[config.mk]
export PLATFORM = sky130hd
export DESIGN_NAME = multicycle_control_unit
export DESIGN_NICKNAME = d
export VERILOG_FILES = /design/src/rtl/riscv_pkg.sv /design/src/rtl/instr_decoder.sv /design/src/rtl/multicycle_control_unit.sv
export SDC_FILE = /design/constraint.sdc
export NUM_CORES = 1
export LEC_CHECK = 0
export CORE_ASPECT_RATIO = 0.6
export CORE_MARGIN = 4
export CORE_UTILIZATION = 45
export CTS_CLUSTER_DIAMETER = 100
export CTS_CLUSTER_SIZE = 25
export DETAILED_ROUTE_END_ITERATION = 7
export PLACE_DENSITY_LB_ADDON = 0.12
export SYNTH_ARGS = -nofsm -noshare
export SYNTH_HDL_FRONTEND = slang
export SYNTH_SLANG_ARGS = --single-unit
export TNS_END_PERCENT = 1
[constraint.sdc]
create_clock -name clk -period 2.67 [get_ports clk]
set_input_delay 0.6675 -clock clk [delete_from_list [all_inputs] [get_ports clk]]
set_output_delay 0.6675 -clock clk [all_outputs]
set_load 0.05 [all_outputs]
[src/rtl/riscv_pkg.sv]
// Shared types, opcodes and mux encodings for the multicycle RV32I control unit.
package riscv_pkg;

    typedef enum logic [3:0] {
        ADD, SUB, SLL, SLT, SLTU, XOR, SRL, SRA, OR, AND, PASS_B
    } operator_t;

    typedef enum logic [2:0] {
        FETCH     = 3'd0,
        DECODE    = 3'd1,
        EXECUTE   = 3'd2,
        MEM       = 3'd3,
        WRITEBACK = 3'd4,
        HALT      = 3'd5
    } state_t;

    typedef enum logic [3:0] {
        CLS_R, CLS_OPIMM, CLS_LOAD, CLS_STORE, CLS_BRANCH,
        CLS_JAL, CLS_JALR, CLS_LUI, CLS_AUIPC, CLS_ILLEGAL
    } inst_class_t;

    localparam logic [6:0] OPC_R      = 7'b0110011;
    localparam logic [6:0] OPC_OPIMM  = 7'b0010011;
    localparam logic [6:0] OPC_LOAD   = 7'b0000011;
    localparam logic [6:0] OPC_STORE  = 7'b0100011;
    localparam logic [6:0] OPC_BRANCH = 7'b1100011;
    localparam logic [6:0] OPC_JAL    = 7'b1101111;
    localparam logic [6:0] OPC_JALR   = 7'b1100111;
    localparam logic [6:0] OPC_LUI    = 7'b0110111;
    localparam logic [6:0] OPC_AUIPC  = 7'b0010111;

    localparam logic [1:0] PC_PLUS4  = 2'b00;
    localparam logic [1:0] PC_TARGET = 2'b01;
    localparam logic [1:0] PC_JALR   = 2'b10;

    localparam logic [1:0] WB_ALU = 2'b00;
    localparam logic [1:0] WB_MEM = 2'b01;
    localparam logic [1:0] WB_PC4 = 2'b10;

    // alt selects SUB/SRA; callers mask it for forms where funct7 is immediate bits
    function automatic operator_t funct3_to_op(input logic [2:0] funct3, input logic alt);
        operator_t op;
        case (funct3)
            3'b000:  op = alt ? SUB : ADD;
            3'b001:  op = SLL;
            3'b010:  op = SLT;
            3'b011:  op = SLTU;
            3'b100:  op = XOR;
            3'b101:  op = alt ? SRA : SRL;
            3'b110:  op = OR;
            default: op = AND;
        endcase
        return op;
    endfunction

endpackage

[src/rtl/instr_decoder.sv]
// Combinational RV32I decode: instruction class, ALU controls, branch condition, legality.
module instr_decoder
    import riscv_pkg::*;
(
    input  logic [31:0]  inst,
    input  logic         zeros,
    input  logic         flag_lt,
    input  logic         flag_ltu,
    output operator_t    alu_op,
    output logic         alu_sel_1,
    output logic         alu_sel_2,
    output inst_class_t  inst_class,
    output logic         branch_taken,
    output logic         rd_zero,
    output logic         illegal
);

    logic [6:0] opcode;
    logic [6:0] funct7;
    logic [2:0] funct3;
    logic       unused_bits;

    assign opcode      = inst[6:0];
    assign funct3      = inst[14:12];
    assign funct7      = inst[31:25];
    assign rd_zero     = (inst[11:7] == 5'd0);
    assign unused_bits = ^inst[24:15];
    assign illegal     = (inst_class == CLS_ILLEGAL);

    always_comb begin
        inst_class = CLS_ILLEGAL;
        alu_op     = ADD;
        alu_sel_1  = 1'b1;
        alu_sel_2  = 1'b1;
        case (opcode)
            OPC_R: begin
                alu_op = funct3_to_op(funct3, funct7[5]);
                if (funct7 == 7'b0000000 ||
                    (funct7 == 7'b0100000 && (funct3 == 3'b000 || funct3 == 3'b101)))
                    inst_class = CLS_R;
            end
            OPC_OPIMM: begin
                alu_sel_2 = 1'b0;
                alu_op    = funct3_to_op(funct3, (funct3 == 3'b101) && funct7[5]);
                if (funct3 == 3'b001) begin
                    if (funct7 == 7'b0000000) inst_class = CLS_OPIMM;
                end else if (funct3 == 3'b101) begin
                    if (funct7 == 7'b0000000 || funct7 == 7'b0100000) inst_class = CLS_OPIMM;
                end else begin
                    inst_class = CLS_OPIMM;
                end
            end
            OPC_LOAD: begin
                alu_sel_2 = 1'b0;
                if (funct3 != 3'b011 && funct3 != 3'b110 && funct3 != 3'b111)
                    inst_class = CLS_LOAD;
            end
            OPC_STORE: begin
                alu_sel_2 = 1'b0;
                if (!funct3[2] && funct3 != 3'b011) inst_class = CLS_STORE;
            end
            OPC_BRANCH: begin
                alu_op = SUB;
                if (funct3 != 3'b010 && funct3 != 3'b011) inst_class = CLS_BRANCH;
            end
            OPC_JAL: begin
                alu_sel_1  = 1'b0;
                alu_sel_2  = 1'b0;
                inst_class = CLS_JAL;
            end
            OPC_JALR: begin
                alu_sel_2 = 1'b0;
                if (funct3 == 3'b000) inst_class = CLS_JALR;
            end
            OPC_LUI: begin
                alu_op     = PASS_B;
                alu_sel_1  = 1'b0;
                alu_sel_2  = 1'b0;
                inst_class = CLS_LUI;
            end
            OPC_AUIPC: begin
                alu_sel_1  = 1'b0;
                alu_sel_2  = 1'b0;
                inst_class = CLS_AUIPC;
            end
            default: ;
        endcase
    end

    always_comb begin
        case (funct3)
            3'b000:  branch_taken = zeros;
            3'b001:  branch_taken = !zeros;
            3'b100:  branch_taken = flag_lt;
            3'b101:  branch_taken = !flag_lt;
            3'b110:  branch_taken = flag_ltu;
            3'b111:  branch_taken = !flag_ltu;
            default: branch_taken = 1'b0;
        endcase
    end

endmodule

[src/rtl/multicycle_control_unit.sv]
// Multicycle RV32I control FSM with bus-wait timeout; define CU_TRAP_EN to halt on illegal
// instructions instead of executing them as NOPs.
module multicycle_control_unit
    import riscv_pkg::*;
#(
    parameter int TIMEOUT = 255,
    parameter int XLEN    = 32
) (
    input  logic        clk,
    input  logic        rst,
    input  logic [31:0] inst,
    output logic        imem_req,
    input  logic        imem_ack,
    output logic        dmem_req,
    output logic        dmem_we,
    input  logic        dmem_ack,
    input  logic        zeros,
    input  logic        flag_lt,
    input  logic        flag_ltu,
    output operator_t   alu_op_select,
    output logic        alu_scr_sel_1,
    output logic        alu_scr_sel_2,
    output logic        ir_load,
    output logic        reg_write,
    output logic        pc_write,
    output logic [1:0]  PC_select,
    output logic [1:0]  write_from,
    output logic        illegal,
    output logic        bus_fault,
    output logic [2:0]  state
);

    if (TIMEOUT < 1 || TIMEOUT > 65535) begin : g_bad_timeout
        $error("multicycle_control_unit: TIMEOUT must be 1..65535");
    end
    if (XLEN != 32 && XLEN != 64) begin : g_bad_xlen
        $error("multicycle_control_unit: XLEN must be 32 or 64");
    end

    localparam logic [15:0] TimeoutCnt = 16'(TIMEOUT);

    state_t      state_q, state_d;
    logic [15:0] wait_q, wait_d, wait_inc;
    logic        illegal_q, illegal_d;
    logic        bus_fault_q, bus_fault_d;
    logic        stalled;

    inst_class_t dec_class;
    logic        dec_taken;
    logic        dec_rd_zero;
    logic        dec_illegal;

    instr_decoder u_decoder (
        .inst         (inst),
        .zeros        (zeros),
        .flag_lt      (flag_lt),
        .flag_ltu     (flag_ltu),
        .alu_op       (alu_op_select),
        .alu_sel_1    (alu_scr_sel_1),
        .alu_sel_2    (alu_scr_sel_2),
        .inst_class   (dec_class),
        .branch_taken (dec_taken),
        .rd_zero      (dec_rd_zero),
        .illegal      (dec_illegal)
    );

    assign wait_inc  = wait_q + 16'd1;
    assign illegal   = illegal_q;
    assign bus_fault = bus_fault_q;
    assign state     = state_q;

    always_ff @(posedge clk) begin
        if (rst) begin
            state_q     <= FETCH;
            wait_q      <= '0;
            illegal_q   <= 1'b0;
            bus_fault_q <= 1'b0;
        end else begin
            state_q     <= state_d;
            wait_q      <= wait_d;
            illegal_q   <= illegal_d;
            bus_fault_q <= bus_fault_d;
        end
    end

    always_comb begin
        state_d     = state_q;
        illegal_d   = illegal_q;
        bus_fault_d = bus_fault_q;
        stalled     = 1'b0;
        imem_req    = 1'b0;
        dmem_req    = 1'b0;
        dmem_we     = 1'b0;
        ir_load     = 1'b0;
        reg_write   = 1'b0;
        pc_write    = 1'b0;
        PC_select   = PC_PLUS4;
        write_from  = WB_ALU;

        case (state_q)
            FETCH: begin
                imem_req = 1'b1;
                if (imem_ack) begin
                    ir_load = 1'b1;
                    state_d = DECODE;
                end else if (wait_inc == TimeoutCnt) begin
                    state_d     = HALT;
                    bus_fault_d = 1'b1;
                end else begin
                    stalled = 1'b1;
                end
            end
            DECODE: begin
`ifdef CU_TRAP_EN
                if (dec_illegal) begin
                    state_d   = HALT;
                    illegal_d = 1'b1;
                end else begin
                    state_d = EXECUTE;
                end
`else
                state_d = EXECUTE;
`endif
            end
            EXECUTE: begin
                case (dec_class)
                    CLS_R, CLS_OPIMM, CLS_LUI, CLS_AUIPC: state_d = WRITEBACK;
                    CLS_LOAD, CLS_STORE:                  state_d = MEM;
                    CLS_BRANCH: begin
                        pc_write  = 1'b1;
                        PC_select = dec_taken ? PC_TARGET : PC_PLUS4;
                        state_d   = FETCH;
                    end
                    CLS_JAL, CLS_JALR: begin
                        reg_write  = !dec_rd_zero;
                        write_from = WB_PC4;
                        pc_write   = 1'b1;
                        PC_select  = (dec_class == CLS_JAL) ? PC_TARGET : PC_JALR;
                        state_d    = FETCH;
                    end
                    default: begin
                        pc_write = 1'b1;
                        state_d  = FETCH;
                    end
                endcase
            end
            MEM: begin
                dmem_req = 1'b1;
                dmem_we  = (dec_class == CLS_STORE);
                if (dmem_ack) begin
                    if (dec_class == CLS_STORE) begin
                        pc_write = 1'b1;
                        state_d  = FETCH;
                    end else begin
                        state_d = WRITEBACK;
                    end
                end else if (wait_inc == TimeoutCnt) begin
                    state_d     = HALT;
                    bus_fault_d = 1'b1;
                end else begin
                    stalled = 1'b1;
                end
            end
            WRITEBACK: begin
                reg_write  = !dec_rd_zero;
                pc_write   = 1'b1;
                write_from = (dec_class == CLS_LOAD) ? WB_MEM : WB_ALU;
                state_d    = FETCH;
            end
            HALT: ;
            default: state_d = FETCH;
        endcase

        // Any transition restarts the bus-wait count, including the one into HALT
        if (state_d != state_q) wait_d = '0;
        else if (stalled)       wait_d = wait_inc;
        else                    wait_d = wait_q;

        // An instruction interrupted by reset must not commit anything
        if (rst) begin
            ir_load   = 1'b0;
            reg_write = 1'b0;
            pc_write  = 1'b0;
        end
    end

endmodule

# After elaboration in Yosys (flattened, before gate mapping)
# Cells that the tools add are included.
# totals
register_bits	20
out_inout_bits	21
# classes
mux	55
addsub	1
eq_ne	38
reduce_logical	28
# op_table
operator	n
case mux 4 bit (7 select lines)	2
two-way mux 4 bit	9
case mux 4 bit (9 select lines)	1
equality test 7 x 6 -> 1 bit (second input constant)	4
two-way mux 1 bit	26
equality test 7 bit (second input constant)	3
equality test 3 bit (second input constant)	6
adder 16 x 1 -> 16 bit (second input constant)	1
equality test 16 x 8 -> 1 bit (second input constant)	1
equality test 4 x 3 -> 1 bit (second input constant)	4
case mux 4 bit (4 select lines)	1
case mux 3 bit (5 select lines)	1
equality test 7 x 5 -> 1 bit (second input constant)	2
equality test 3 x 2 -> 1 bit (second input constant)	4
two-way mux 3 bit	4
equality test 4 x 2 -> 1 bit (second input constant)	2
case mux 2 bit (2 select lines)	2
equality test 7 x 2 -> 1 bit (second input constant)	1
zero test 7 bit	1
OR reduction 7 bit	1
equality test 3 x 1 -> 1 bit (second input constant)	2
logical AND 1 bit	6
zero test 3 bit	2
two-way mux 2 bit	3
20 further kinds	33

# Longest topological paths before layout
# Gate-level depths: netlist of the first run.
# logic_depth
ltp_word	12
depth_mapped	11

# Hierarchy
# A second synthesis of the first run with hierarchy kept.
# unflattened
cells_unflattened	291
hier_area_um2	2110.8
# modules_own_cells
mod	area_each_um2	cells_per_inst	n_inst
multicycle_control_unit	1561.5	201	1
instr_decoder	549.3	90	1

# Worst setup path before layout of the first run
# OpenSTA, ideal clock, no wires.
# synth_timing
kind	input to output
startpoint	input port inst[3]
endpoint	output port write_from[0]
slack_ns	-1.524
cell_stages	8
arrival_ns	3.526
path_buffers	2
cell_sequence	buf_4 > and3b_1 > buf_6 > a41oi_2 > a31oi_1 > or3_4 > or2_4 > nor4_1
# synth_between
elab_chain_cells	5
elab_cells_between_ends	13
cone_classes	eq/ne (10); mux (3)
# synth_lines
element	line	source
start, declared	multicycle_control_unit.sv:11	input logic [31:0] inst,
equality test 7 x 5 -> 1 bit (tied with other cells)	instr_decoder.sv:35	case (opcode)
case mux 4 bit (9 select lines) (*)	instr_decoder.sv:35	
equality test 4 x 2 -> 1 bit (*)	multicycle_control_unit.sv:167	write_from = (dec_class == CLS_LOAD) ? WB_MEM : WB_ALU;
two-way mux 1 bit (*)	multicycle_control_unit.sv:167	
case mux 2 bit (2 select lines) (*)	multicycle_control_unit.sv:100	case (state_q)
end, declared	multicycle_control_unit.sv:27	output logic [1:0] write_from,
# Every way passes the cells marked *; elsewhere a longest branch is shown, timed or not.

# Final worst setup path of the first run
# layout_timing
startpoint	input port inst[12]
endpoint	output port write_from[0]
# layout_between
elab_chain_cells	9
elab_cells_between_ends	25
cone_classes	eq/ne (7); mux (10); reduce/logical (8)
# layout_lines
element	line	source
equality test 3 bit / zero test 3 bit (equally long branches)	instr_decoder.sv:39, instr_decoder.sv:47, instr_decoder.sv:73	
logical OR 1 bit	instr_decoder.sv:39	(funct7 == 7'b0100000 && (funct3 == 3'b000 || funct3 == 3'b101)))
logical AND 1 bit	instr_decoder.sv:39	
logical OR 1 bit	instr_decoder.sv:38	if (funct7 == 7'b0000000 ||
two-way mux 4 bit	instr_decoder.sv:38	
case mux 4 bit (9 select lines) (*)	instr_decoder.sv:35	
equality test 4 x 2 -> 1 bit (*)	multicycle_control_unit.sv:167	
two-way mux 1 bit (*)	multicycle_control_unit.sv:167	
case mux 2 bit (2 select lines) (*)	multicycle_control_unit.sv:100	
# Marks and branches as above.

==> results.json, run 1 <==
{
  "regArea_um2": 402,
  "violations": "negative setup slack",
  "regToRegSetupSlack_ps": 30,
  "clock_sinks": 20,
  "htree_num_levels": 1,
  "r2r_end": "wait_q[9]",
  "hold_end": "bus_fault",
  "die_area_um2": 6360,
  "nets": 457,
  "start_kind": "input port",
  "ys_ff_latch": 20,
  "synth_async_sr_flop_share": 0,
  "worst_ir_drop_vdd_mv": 0.272,
  "routedWlPerCell_um": 18.9,
  "setup_ws_ps": -484,
  "rr_worst_depth": 8,
  "placed_cells": 459,
  "diodes": 0,
  "critPathKind": "in -> out",
  "worstMarginPinSlew_ps": 501,
  "drcViolationCount": 0,
  "min_period_ps": 3150,
  "cts_buffers": 3,
  "antenna_found_initial": 0,
  "cts_tree": "built",
  "cp.required_ps": 2000,
  "syn_to_final_growth_pct": 70.1,
  "synth_edf_count": 0,
  "clock_path_buffers": 2,
  "fp-row-count": 19,
  "timing.fmax_mhz": 317,
  "die_width_um": 100,
  "timing.hold.ws_ps": 488,
  "num_vias": 2990,
  "avgViaCountPerCell": 6.26,
  "fp.coreArea_um2": 4750,
  "drive_gt1_frac": 0.460,
  "min-delay-start": "bus_fault",
  "place_ws_ps": -873,
  "yosysSeqAreaShare": 0.174,
  "maxSlewHeadroom": 0.665,
  "synth_top_area_share": 0.174,
  "ios": 60,
  "fillers": 291,
  "setup_viol": 10,
  "synth_top_cell_by_area": "dfxtp_1",
  "end_kind": "primary output",
  "grt_max_degree": 18,
  "grt_overflow": 0,
  "avgSynthCellArea_um2": 7.57,
  "synth_area_um2": 2300,
  "portBuffers": 48,
  "drtPass1Iterations": 6,
  "hold_viol": 0,
  "synth.distinct_cells": 72,
  "clock_latency_ps": 270,
  "post-route-period-util": 1.18,
  "stdcell_count": 478,
  "critical_path.max_fanout": 4,
  "cts_root_buf": "clkbuf_8",
  "grt_first_pass_wirelength_mm": 14.1,
  "dieHeight_um": 63.4,
  "synth_warnings": 0,
  "path_clk_slew_ps": 80,
  "grt_pass1_vias": 2841,
  "ctsHoldBuffers": 0,
  "fin_util": 0.823,
  "syn_nets": 345,
  "hold_depth": 2,
  "grt_usage": 0.271,
  "hold_class": "reg -> reg",
  "wl_mm": 9.02,
  "postRouteAntennaNets": 0,
  "hpwlAfterDp_mm": 5.99,
  "synthCells": 304,
  "arrival_ps": 2490,
  "p_leak_uw": 0.00146,
  "synth_ff_type": "dfxtp_1",
  "outcome": "finished with violations",
  "slew_violations": 0,
  "skew_ps": 4.55,
  "maxCapViolCount": 0,
  "reg2reg_from": "wait_q[2]",
  "netlist_top_cells_area": "dfxtp_1, nor4_2, a21oi_1",
  "gp_congestion": 0.901,
  "rsz0062_at_grt": "yes",
  "drt_iter0_drc": 419,
  "powerDensity_nw_per_um2": 252,
  "start_util": 0.484,
  "multi_input_area_um2": 2040
}
## through the flow
stage               TNS, ps  instance area, um2  power [uW]
global route          -4270                3920        1030
floorplan             -2810                2380         472
global placement     -17680                3460         615
detailed placement   -20690                3460         621
CTS                   -2360                3740         953
finish                -2560                3920         985
## per-layer routing
metal / global-route usage / wire (um)
met5: 0 / 0
met4: 0.0437 / 190
met3: 0.0419 / 810
met2: 0.418 / 4090
met1: 0.401 / 3930
## layout make-up
| cell class | instances | area share |
|---|---|---|
| inverters | 9 | 0.00863 |
| well taps | 63 | 0.0201 |
| clock buffers | 3 | 0.0105 |
| flip-flops and latches | 20 | 0.103 |
| clock inverters | 1 | 0.00767 |
| multi-input cells | 249 | 0.522 |
| repair buffers | 133 | 0.329 |
## Yosys cell counts (2+ instances only)
cell type	count
buf_1	2
nand2b_1	3
nor3_1	10
buf_4	2
a31oi_1	3
a41oi_1	3
o21a_1	4
a21boi_0	2
clkbuf_1	6
nand3b_1	2
nand2_1	26
nor4_2	10
nand4_1	7
ha_1	2
mux2i_1	3
xnor2_1	12
and2_1	5
and3_1	3
o31ai_1	2
o22ai_1	3
nor4_1	11
nor2_1	25
a22o_1	2
o31a_1	2
nor2b_1	7
nand3_1	10
o41ai_1	3
o21ai_0	13
or2_2	2
nor3b_1	5
or3_1	2
xor2_1	5
or3b_2	2
a21oi_1	22
buf_2	11
inv_1	9
or4_1	4
dfxtp_1	20
and3b_1	2
buf_6	5
## where the power goes
| group | internal, uW | switching (uW) |
|---|---|---|
| clock network | 200 | 109 |
| logic | 174 | 195 |
| registers | 301 | 4.96 |
## logic make-up (layout without fill, tap and decap cells)
logic type,Yosys count,after routing,share of synthesized area
buf+inv,35,146,0.0826
flops,20,20,0.174
mux,3,3,0.0130
xor+xnor,17,17,0.0647
fa+ha+maj,2,2,0.0109
compound gates,81,81,0.268
other cells,1,1,0.00163
simple gates,145,145,0.385
## state kept, by name, indices dropped and copies added (netlist names)
| register | flops |
|---|---|
| bus_fault | 1 |
| wait_q | 16 |
| state | 3 |
## timing repair
item,CTS,global route
resized for setup,98,29
endpoints found under the hold margin,0,0
cloned,0,0
pin swaps,24,22
setup buffers,11,4
setup endpoints to repair,32,26
## placed cells by master (no fill, tap or decap), types with 3 or more instances in the layout
cell type        instances
nand3_1                  7
clkdlybuf4s50_1         15
o21ai_2                  4
nor3_1                   6
xor2_1                   4
nor3b_1                  3
mux2i_1                  3
buf_4                   72
nor4_2                  16
a21oi_1                 17
dlygate4sd2_1            3
a21oi_2                  4
nand3_2                  3
nor4_1                   4
nand2b_1                 3
nand4_1                  7
or4_1                    3
and2_1                   5
a41oi_1                  3
nor2_1                  22
o21a_1                   4
buf_12                  16
and3_1                   3
buf_2                    7
xnor2_1                 12
o21ai_0                  9
clkbuf_8                 3
buf_6                   16
dfxtp_1                 19
nor2b_1                  6
inv_1                    9
nand2_1                 24
## how the worst max path moves through the flow
stage / endpoint / cells after the start / slack, ps / from
after detailed placement: PC_select[0] / 10 / -870 / inst[2]
after CTS: write_from[0] / 9 / -460 / inst[12]
after global placement: pc_write / 10 / -810 / inst[6]
after floorplan: reg_write / 9 / -450 / inst[3]
after global routing: write_from[0] / 8 / -580 / inst[27]
final: write_from[0] / 9 / -480 / inst[12]
## worst max-delay path: stages
cell	delay, ps
buf_8	100
buf_6	110
xor2_2	170
o21ai_2	120
a311oi_2	120
or3_4	400
or2_4	280
nor4_4	330
buf_12	180
No activity file was read; power rests on OpenSTA's default activity.
==> inputs of run 2 (changes only) <==
--- a/config.mk
+++ b/config.mk
@@ -5,6 +5,7 @@
 export SDC_FILE = /design/constraint.sdc
 export NUM_CORES = 1
 export LEC_CHECK = 0
+export CAP_MARGIN = 20
 export CORE_ASPECT_RATIO = 0.6
 export CORE_MARGIN = 4
 export CORE_UTILIZATION = 45
==> results of run 2 <==
The final DEF is identical to that of run 1; final timing and power are the same.
